===== src/rtl/serial_frame_tx_if.sv =====
// Word handshake between a producer and the serial frame transmitter.
interface serial_frame_tx_if #(
  parameter int WIDTH = 8
);
  logic [WIDTH-1:0] din;
  logic             din_valid;
  logic             din_ready;

  modport master (output din, output din_valid, input din_ready);
  modport slave  (input din, input din_valid, output din_ready);
endinterface


===== src/rtl/serial_frame_tx.sv =====
// Framed serial transmitter: start bit, data LSB first, optional even parity,
// stop bit, each bit held for CLKS_PER_BIT clocks. A new word may be accepted
// in the last clock of the stop bit so that consecutive frames abut.
module serial_frame_tx #(
  parameter int WIDTH        = 8,
  parameter int CLKS_PER_BIT = 4,
  parameter int PARITY_EN    = 1
) (
  input  logic             clk,
  input  logic             reset,
  serial_frame_tx_if.slave tx_if,
  output logic             dout,
  output logic             busy,
  output logic             done
);

  localparam int CNT_W = (CLKS_PER_BIT > 1) ? $clog2(CLKS_PER_BIT) : 1;
  localparam int IDX_W = $clog2(WIDTH + 1);
  localparam logic [CNT_W-1:0] LAST_CNT = CNT_W'(CLKS_PER_BIT - 1);
  localparam logic [IDX_W-1:0] LAST_IDX = IDX_W'(WIDTH - 1);

  typedef enum logic [2:0] {
    IDLE,
    START,
    DATA,
    PARITY,
    STOP
  } state_e;

  state_e           state_q, state_d;
  logic [CNT_W-1:0] cnt_q, cnt_d;
  logic [IDX_W-1:0] bit_idx_q, bit_idx_d;
  logic [WIDTH-1:0] shreg_q, shreg_d;
  logic             parity_q, parity_d;
  logic             dout_q, dout_d;
  logic             last_clk;
  logic             accept;

  // Handshake and status outputs are decoded straight from the current state.
  always_comb begin
    last_clk        = (cnt_q == LAST_CNT);
    tx_if.din_ready = (state_q == IDLE) || ((state_q == STOP) && last_clk);
    accept          = tx_if.din_valid && tx_if.din_ready;
    busy            = (state_q != IDLE);
    done            = (state_q == STOP) && last_clk;
    dout            = dout_q;
  end

  // Next-state logic; the line level is derived from the state being entered so dout is a flop.
  always_comb begin
    state_d   = state_q;
    cnt_d     = cnt_q;
    bit_idx_d = bit_idx_q;
    shreg_d   = shreg_q;
    parity_d  = parity_q;
    dout_d    = 1'b1;

    unique case (state_q)
      IDLE: begin
        if (accept) begin
          state_d   = START;
          cnt_d     = '0;
          bit_idx_d = '0;
          shreg_d   = tx_if.din;
          parity_d  = ^tx_if.din;
        end
      end
      START: begin
        if (last_clk) begin
          state_d   = DATA;
          cnt_d     = '0;
          bit_idx_d = '0;
        end else begin
          cnt_d = cnt_q + CNT_W'(1);
        end
      end
      DATA: begin
        if (last_clk) begin
          cnt_d   = '0;
          shreg_d = shreg_q >> 1;
          if (bit_idx_q == LAST_IDX) begin
            bit_idx_d = '0;
            state_d   = (PARITY_EN != 0) ? PARITY : STOP;
          end else begin
            bit_idx_d = bit_idx_q + IDX_W'(1);
          end
        end else begin
          cnt_d = cnt_q + CNT_W'(1);
        end
      end
      PARITY: begin
        if (last_clk) begin
          state_d = STOP;
          cnt_d   = '0;
        end else begin
          cnt_d = cnt_q + CNT_W'(1);
        end
      end
      STOP: begin
        if (last_clk) begin
          cnt_d     = '0;
          bit_idx_d = '0;
          if (accept) begin
            state_d  = START;
            shreg_d  = tx_if.din;
            parity_d = ^tx_if.din;
          end else begin
            state_d = IDLE;
          end
        end else begin
          cnt_d = cnt_q + CNT_W'(1);
        end
      end
      default: begin
        state_d = IDLE;
        cnt_d   = '0;
      end
    endcase

    case (state_d)
      START:   dout_d = 1'b0;
      DATA:    dout_d = shreg_d[0];
      PARITY:  dout_d = parity_d;
      default: dout_d = 1'b1;
    endcase
  end

  // State register; reset aborts any frame and returns the line to idle-high at once.
  always_ff @(posedge clk or negedge reset) begin
    if (!reset) begin
      state_q   <= IDLE;
      cnt_q     <= '0;
      bit_idx_q <= '0;
      shreg_q   <= '0;
      parity_q  <= 1'b0;
      dout_q    <= 1'b1;
    end else begin
      state_q   <= state_d;
      cnt_q     <= cnt_d;
      bit_idx_q <= bit_idx_d;
      shreg_q   <= shreg_d;
      parity_q  <= parity_d;
      dout_q    <= dout_d;
    end
  end

endmodule

===== src/flat_wrapper.sv =====
// flat-port wrapper written by rule: the top's interface ports become plain ports
module serial_frame_tx_flat 
#(
  parameter int WIDTH        = 8,
  parameter int CLKS_PER_BIT = 4,
  parameter int PARITY_EN    = 1
)
  (clk, reset, dout, busy, done, tx_if_din, tx_if_din_valid, tx_if_din_ready);
  serial_frame_tx_if #(.WIDTH(WIDTH)) tx_if_i ();
  input  logic clk;
  input  logic reset;
  output logic dout;
  output logic busy;
  output logic done;
  input wire logic [$bits(tx_if_i.din)-1:0] tx_if_din;
  input wire logic [$bits(tx_if_i.din_valid)-1:0] tx_if_din_valid;
  output wire logic [$bits(tx_if_i.din_ready)-1:0] tx_if_din_ready;
  assign tx_if_i.din = tx_if_din;
  assign tx_if_i.din_valid = tx_if_din_valid;
  assign tx_if_din_ready = tx_if_i.din_ready;
  serial_frame_tx #(.WIDTH(WIDTH), .CLKS_PER_BIT(CLKS_PER_BIT), .PARITY_EN(PARITY_EN)) u_core (.clk(clk), .reset(reset), .tx_if(tx_if_i), .dout(dout), .busy(busy), .done(done));
endmodule

===== config.mk =====
export PLATFORM = sky130hd
export DESIGN_NAME = serial_frame_tx_flat
export DESIGN_NICKNAME = d
export VERILOG_FILES = /design/src/rtl/serial_frame_tx_if.sv /design/src/rtl/serial_frame_tx.sv /design/src/flat_wrapper.sv
export SDC_FILE = /design/constraint.sdc
export NUM_CORES = 1
export LEC_CHECK = 0
export BUFFER_PORTS_ARGS = -buffer_cell sky130_fd_sc_hd__buf_2
export CORE_ASPECT_RATIO = 1.2
export CORE_MARGIN = 2
export CORE_UTILIZATION = 25
export DETAILED_ROUTE_END_ITERATION = 6
export SYNTH_ARGS = -nofsm -noshare
export SYNTH_HDL_FRONTEND = slang
export SYNTH_SLANG_ARGS = --single-unit

===== constraint.sdc =====
create_clock -name clk -period 1.3 [get_ports clk]
set_input_delay 0.065 -clock clk [delete_from_list [all_inputs] [get_ports clk]]
set_output_delay 0.065 -clock clk [all_outputs]
set_load 0.05 [all_outputs]

Word level (Yosys, flattened, before mapping)
Index checks and enable logic that the tools add are counted.

storage, ports and cells
  flip-flop bits (word level) = 19
  input port bits = 11
  output and inout bits = 4
  logic and storage cells = 58

operators by class
  $add $sub $neg = 2
  equal/unequal tests = 13
  muxes and demuxes = 24
  reduce and logical (&&, ||, !) cells = 12

operator list
  kind                 count
  $mux 8               3
  $pmux 8 s3           1
  $mux 3               6
  $mux 4               4
  $pmux 3 s5           1
  $eq 3x2->1 const B   4
  $pmux 4 s3           1
  $reduce_bool 3->1    3
  $ne 2x1->1 const B   4
  $reduce_xor 8->1     1
  $eq 3x1->1 const B   2
  $add 4x1->4 const B  1
  $eq 4x3->1 const B   1
  $mux 2               2
  $pmux 2 s2           1
  $reduce_and 4->1     1
  $reduce_or 4->1      1
  $eq 3x3->1 const B   1
  $logic_not 3->1      1
  $mux 1               3
  $pmux 1 s3           1
  $reduce_and 3->1     1
  $add 2x1->2 const B  1
  $eq 2x2->1 const B   1
  4 further kinds      5

Logic depth before layout (Yosys ltp)
  depth after elaboration = 9
  depth in mapped cells = 7
  gate-level depth less buffers = 6

Worst setup path before layout
No wires, ideal clock.

  path kind = register -> register
  from = reg u_core.state_q[0]
  to = reg u_core.shreg_q[7]
  setup time = 0.077 ns
  data arrival time = 1.567 ns
  slack = -0.344 ns
  stages on the path, launching flop included = 7
  period minus slack after synthesis = 1.644 ns
  cells stage by stage = dfrtp_1 > buf_6 > or2_1 > buf_6 > a21oi_2 > nand2_1 > a21oi_1

between the ends
  cells in the longest elaborated chain, start to end = 7

ends and longest elaborated chain
  element                 RTL line                RTL
  start, declared         serial_frame_tx.sv:30   state_e state_q, state_d;
  start signal, assigned  serial_frame_tx.sv:138  state_q <= state_d;
  $eq 3x3->1              serial_frame_tx.sv:42   tx_if.din_ready = (state_q == IDLE) || ((state_q == STOP) && last_clk);
  $logic_and 1x1->1       serial_frame_tx.sv:42
  $logic_or 1x1->1 *      serial_frame_tx.sv:42
  net tx_if_din_ready     flat_wrapper.sv:17      output wire logic [$bits(tx_if_i.din_ready)-1:0] tx_if_din_ready;
  $logic_and 1x1->1 *     serial_frame_tx.sv:43   accept = tx_if.din_valid && tx_if.din_ready;
  $mux 8 *                -
  $mux 8                  -
  $pmux 8 s3 *            serial_frame_tx.sv:58   unique case (state_q)
  end signal, assigned    serial_frame_tx.sv:141  shreg_q <= shreg_d;
  end, declared           serial_frame_tx.sv:33   logic [WIDTH-1:0] shreg_q, shreg_d;

Mark *: on every way through the listed nets, which the timed path passes. The rest lies on a longest branch. The select of a mux whose other input is x is not followed.
A chain may end at the register's enable or synchronous reset.

Worst setup path after layout
  from = reg u_core.cnt_q[0]
  to = out done

between the ends
  cells in the longest elaborated chain, start to end = 2

ends and longest elaborated chain
  element                 RTL line                RTL
  start, declared         serial_frame_tx.sv:31   logic [CNT_W-1:0] cnt_q, cnt_d;
  start signal, assigned  serial_frame_tx.sv:139  cnt_q <= cnt_d;
  $eq 2x2->1              serial_frame_tx.sv:41   last_clk = (cnt_q == LAST_CNT);
  $logic_and 1x1->1       serial_frame_tx.sv:45   done = (state_q == STOP) && last_clk;
  end, declared           flat_wrapper.sv:14      output logic done;

No other way between the ends.

==> impl_metrics.yaml <==
outcome:
  run_status: "complete, but fails checks"
  failed_checks: "setup timing"
logic_synthesis:
  synth_sequential_area_ratio_pct: 42.5
  synth.yosys.warnings: 0
  avg_cell_area_syn_sq_um: 9.42
  post_synth_num_cell_types: 39
  synth_largest_area_cell: "sky130_fd_sc_hd__dfrtp_1"
  postSynthCellCount: 119
  synth_top_area_share_pct: 40.2
  synth_nets: 132
  ys_top_cells_by_area: "sky130_fd_sc_hd__dfrtp_1 40%, sky130_fd_sc_hd__xnor2_1 6.3%, sky130_fd_sc_hd__o21ai_1 5.4%"
  mappedNetlistArea_sq_um: 1120
  postSynthRegisterBits: 19
placed_design:
  place.detailed.hpwl_mm: 1.98
  port-buffer-count: 14
  dpl_worst_slack_ps: -166
  gp_congestion: 0.760
clock_tree:
  root_buffer: "sky130_fd_sc_hd__clkbuf_8"
  worst_setup_hold_path_clk_slew_ps: 70
  cts-buffers-inserted: 3
  clock_sinks: 19
  cts-htree-levels: 1
  clockBufferDepth: 2
  clock_latency_at_the_later_pin_of_the_worst_skew_pair_ps: 260
  tritoncts_clock_tree: "done"
routing:
  routed_wl_mm: 2.75
  drt_iter0_markers: 8
  drt_pass1_iterations: 4
  detail_route.vias_per_cell: 4.71
  num_vias: 1040
  route.antenna.remaining_nets: 0
  wire_per_inst_um: 12.4
  route.detailed.drc: 0
pwr:
  power_per_cell_area_nw_per_um2: 2300
  power.ir.vdd_worst_mv: 1.27
  p_clk_share_pct: 10.8
  power_frac_seq_pct: 25.6
  combinationalPowerShare_pct: 63.6
  p_total_w: 0.00398
  netSwitchingPower_w: 0.00165
  p_sw_share_pct: 41.3
  p_leak_nw: 0.750
  power.internal_w: 0.00233
worst_setup_path:
  regToRegStartpoint: "u_core.cnt_q[0]$_DFFE_PN0N_"
  reg2regPathDepth: 7
  critical-path-max-stage-delay_ps: 390
  r2r_slack_ps: -140
  critical_path_class: "flip-flop to primary output"
  crit_path_end_kind: "primary output"
  start_kind: "flip-flop"
  crit_chain: "ha_2, buf_6, buf_4, and3_4, buf_8"
  reg2reg_end: "u_core.dout$_DFF_PN1_"
  critPathSlowestCell: "sky130_fd_sc_hd__dfrtp_1"
  critical_path_arrival_ps: 1440
  crit_required_ps: 1240
  worstPathMaxFanout: 6
  timing.critical_path.buf_inv: 3
  path_delay_family: "buffers and inverters"
floorplanning:
  dieArea_sq_um: 5040
  core_box_area_sq_um: 4290
  num_io_pins: 15
  die_h_um: 77.4
  core.rowCount: 26
  initial_core_util_pct: 26.1
  die_w_um: 65.1
timing:
  finalSetupViolCount: 16
  layout_worst_path_cycle_share_pct: 116
  grt_setup_unrepaired: "true"
  max_clk_rate_mhz: 665
  worst_slack_ps: -204
  setup_tns_ps: -1460
  maxSlewHeadroom_pct: 70.2
  final-max-slew-violation-count: 0
  timing.hold.ws_ps: 55.3
  worst_slew_pin_slew_ps: 447
  worst_clock_skew_ps: 1.86
  fin_crit_ps: 1500
  final_report_hold_violation_count: 0
min_path:
  holdPathStages: 3
  timing.hold.worst.class: "input port to flip-flop"
  whs_endpoint: "u_core.shreg_q[7]$_DFFE_PN0P_"
  min-delay-start: "tx_if_din[7]"
global_routing:
  first_global_vias: 1046
  gr-total-overflow: 0
  antenna_found_initial: 0
  track_usage_pct: 12.0
  grt_start_max_net_pins: 20
  grt_pass1_wl_mm: 4.73
cells_and_area:
  final_util_pct: 40.2
  drive_above_1_share_pct: 53.3
  filler_cell_count: 448
  layout.area.seq_sq_um: 477
  combined_area_of_the_multi_input_logic_cells_sq_um: 711
  n_antenna_cell: 0
  layout-area-overhead-vs-synth_pct: 54.1
  finish.net_count: 179
job:
  timing.max_cap.violations: 0
-- metal layers --
metal  track usage [%]  routed length, um  vias up  part of all wire (%)
met5                 0                  0        -                     0
met4              5.63                 51        0                   1.9
met3              1.45                 69        5                   2.5
met2              20.1               1450       17                    53
met1              15.3               1170      510                    43
li1                  -                  -      508                     -
-- cells in the mapped netlist, drive strengths merged --
| cell | count |
|---|---|
| xor2 | 1 |
| a31o | 1 |
| o211ai | 1 |
| nor2b | 2 |
| nand3 | 2 |
| a21boi | 1 |
| and3 | 3 |
| and2 | 1 |
| dfstp | 1 |
| inv | 8 |
| o21ai | 14 |
| o41ai | 1 |
| nand2b | 3 |
| a21oi | 6 |
| a211oi | 1 |
| nor3b | 1 |
| o31ai | 2 |
| buf | 6 |
| ha | 2 |
| nor3 | 4 |
| dfrtp | 18 |
| a32oi | 1 |
| nand3b | 1 |
| or2 | 1 |
| xnor2 | 8 |
| o22ai | 1 |
| nor2 | 7 |
| and3b | 1 |
| mux2i | 1 |
| a22oi | 7 |
| nand2 | 12 |
-- cell usage in the layout, fill, tap and decap left out, types with 3 or more instances in the layout --
cell type                   n
sky130_fd_sc_hd__buf_2     11
sky130_fd_sc_hd__nand2_1   10
sky130_fd_sc_hd__a22oi_2    7
sky130_fd_sc_hd__xnor2_1    7
sky130_fd_sc_hd__nor2_2     4
sky130_fd_sc_hd__dfrtp_1   18
sky130_fd_sc_hd__o21ai_1   13
sky130_fd_sc_hd__nand2b_4   3
sky130_fd_sc_hd__a21oi_1    4
sky130_fd_sc_hd__buf_4     22
sky130_fd_sc_hd__clkbuf_8   3
sky130_fd_sc_hd__buf_6     13
sky130_fd_sc_hd__inv_1      6
-- timing repair --
item	CTS	global route
buffers inserted	6	0
pin swaps	8	9
hold buffers	1	0
setup endpoints to repair	18	20
endpoints found under the hold margin	18	0
gates resized for setup	25	22
-- state kept, by name (all words and copies together) (netlist names) --
name,cells
u_core.shreg_q,8
u_core.state_q,3
u_core.parity_q,1
u_core.dout,1
u_core.cnt_q,2
u_core.bit_idx_q,4
-- per-stage QoR --
stage          instance area [sq um]  instances
2_1_floorplan                   1160        119
3_3_place_gp                    1440        210
3_5_place_dp                    1440        210
4_1_cts                         1640        221
5_1_grt                         1730        221
6_report                        1730        221
-- worst max-delay path by stage --
stage                                start                             to  slack, ps  cells past startpoint
2_1_floorplan  u_core.state_q[0]$_DFF_PN0_    u_core.cnt_q[0]$_DFFE_PN0N_       -160                      7
3_3_place_gp   u_core.state_q[1]$_DFF_PN0_          u_core.dout$_DFF_PN1_       -140                      7
3_5_place_dp   u_core.cnt_q[0]$_DFFE_PN0N_  u_core.shreg_q[2]$_DFFE_PN0P_       -170                      5
4_1_cts        u_core.cnt_q[1]$_DFFE_PN0N_                           done       -220                      5
5_1_grt        u_core.state_q[0]$_DFF_PN0_                           done       -250                      5
6_report       u_core.cnt_q[0]$_DFFE_PN0N_                           done       -200                      5
-- worst register-to-register path: cells and delay by family (launching register included) --
kind	cells	cell delay (ps)
compound gates	1	140
simple gates	4	520
buf+inv	1	140
flops	1	390
fa+ha+maj	1	210
-- power by group through the flow --
stage	Sequential, W	Clock [W]	Combinational [W]
finish	0.00102	0.000430	0.00253
global route	0.00105	0.000458	0.00277
CTS	0.00100	0.000444	0.00231
detailed placement	0.00100	0	0.00198
global placement	0.000994	0	0.00196
floorplan	0.00102	0	0.00134
-- cell type report --
class                      instances  share of cell area [%]
clock buffer                       3                    2.39
clock inverter                     1                   0.290
sequential                        19                    27.6
timing repair buffer              48                    22.7
tap                               56                    4.06
multi-input combinational         86                    41.1
inverter                           8                    1.88
-- logic make-up after synthesis --
family / after synthesis / share of synthesized area, %
simple gates: 38 / 18.3
xor+xnor: 9 / 7.03
mux: 1 / 2.01
fa+ha+maj: 2 / 2.23
buf+inv: 14 / 6.92
compound gates: 36 / 21.0
flops: 19 / 42.5
(Power assumes the default switching activity.)
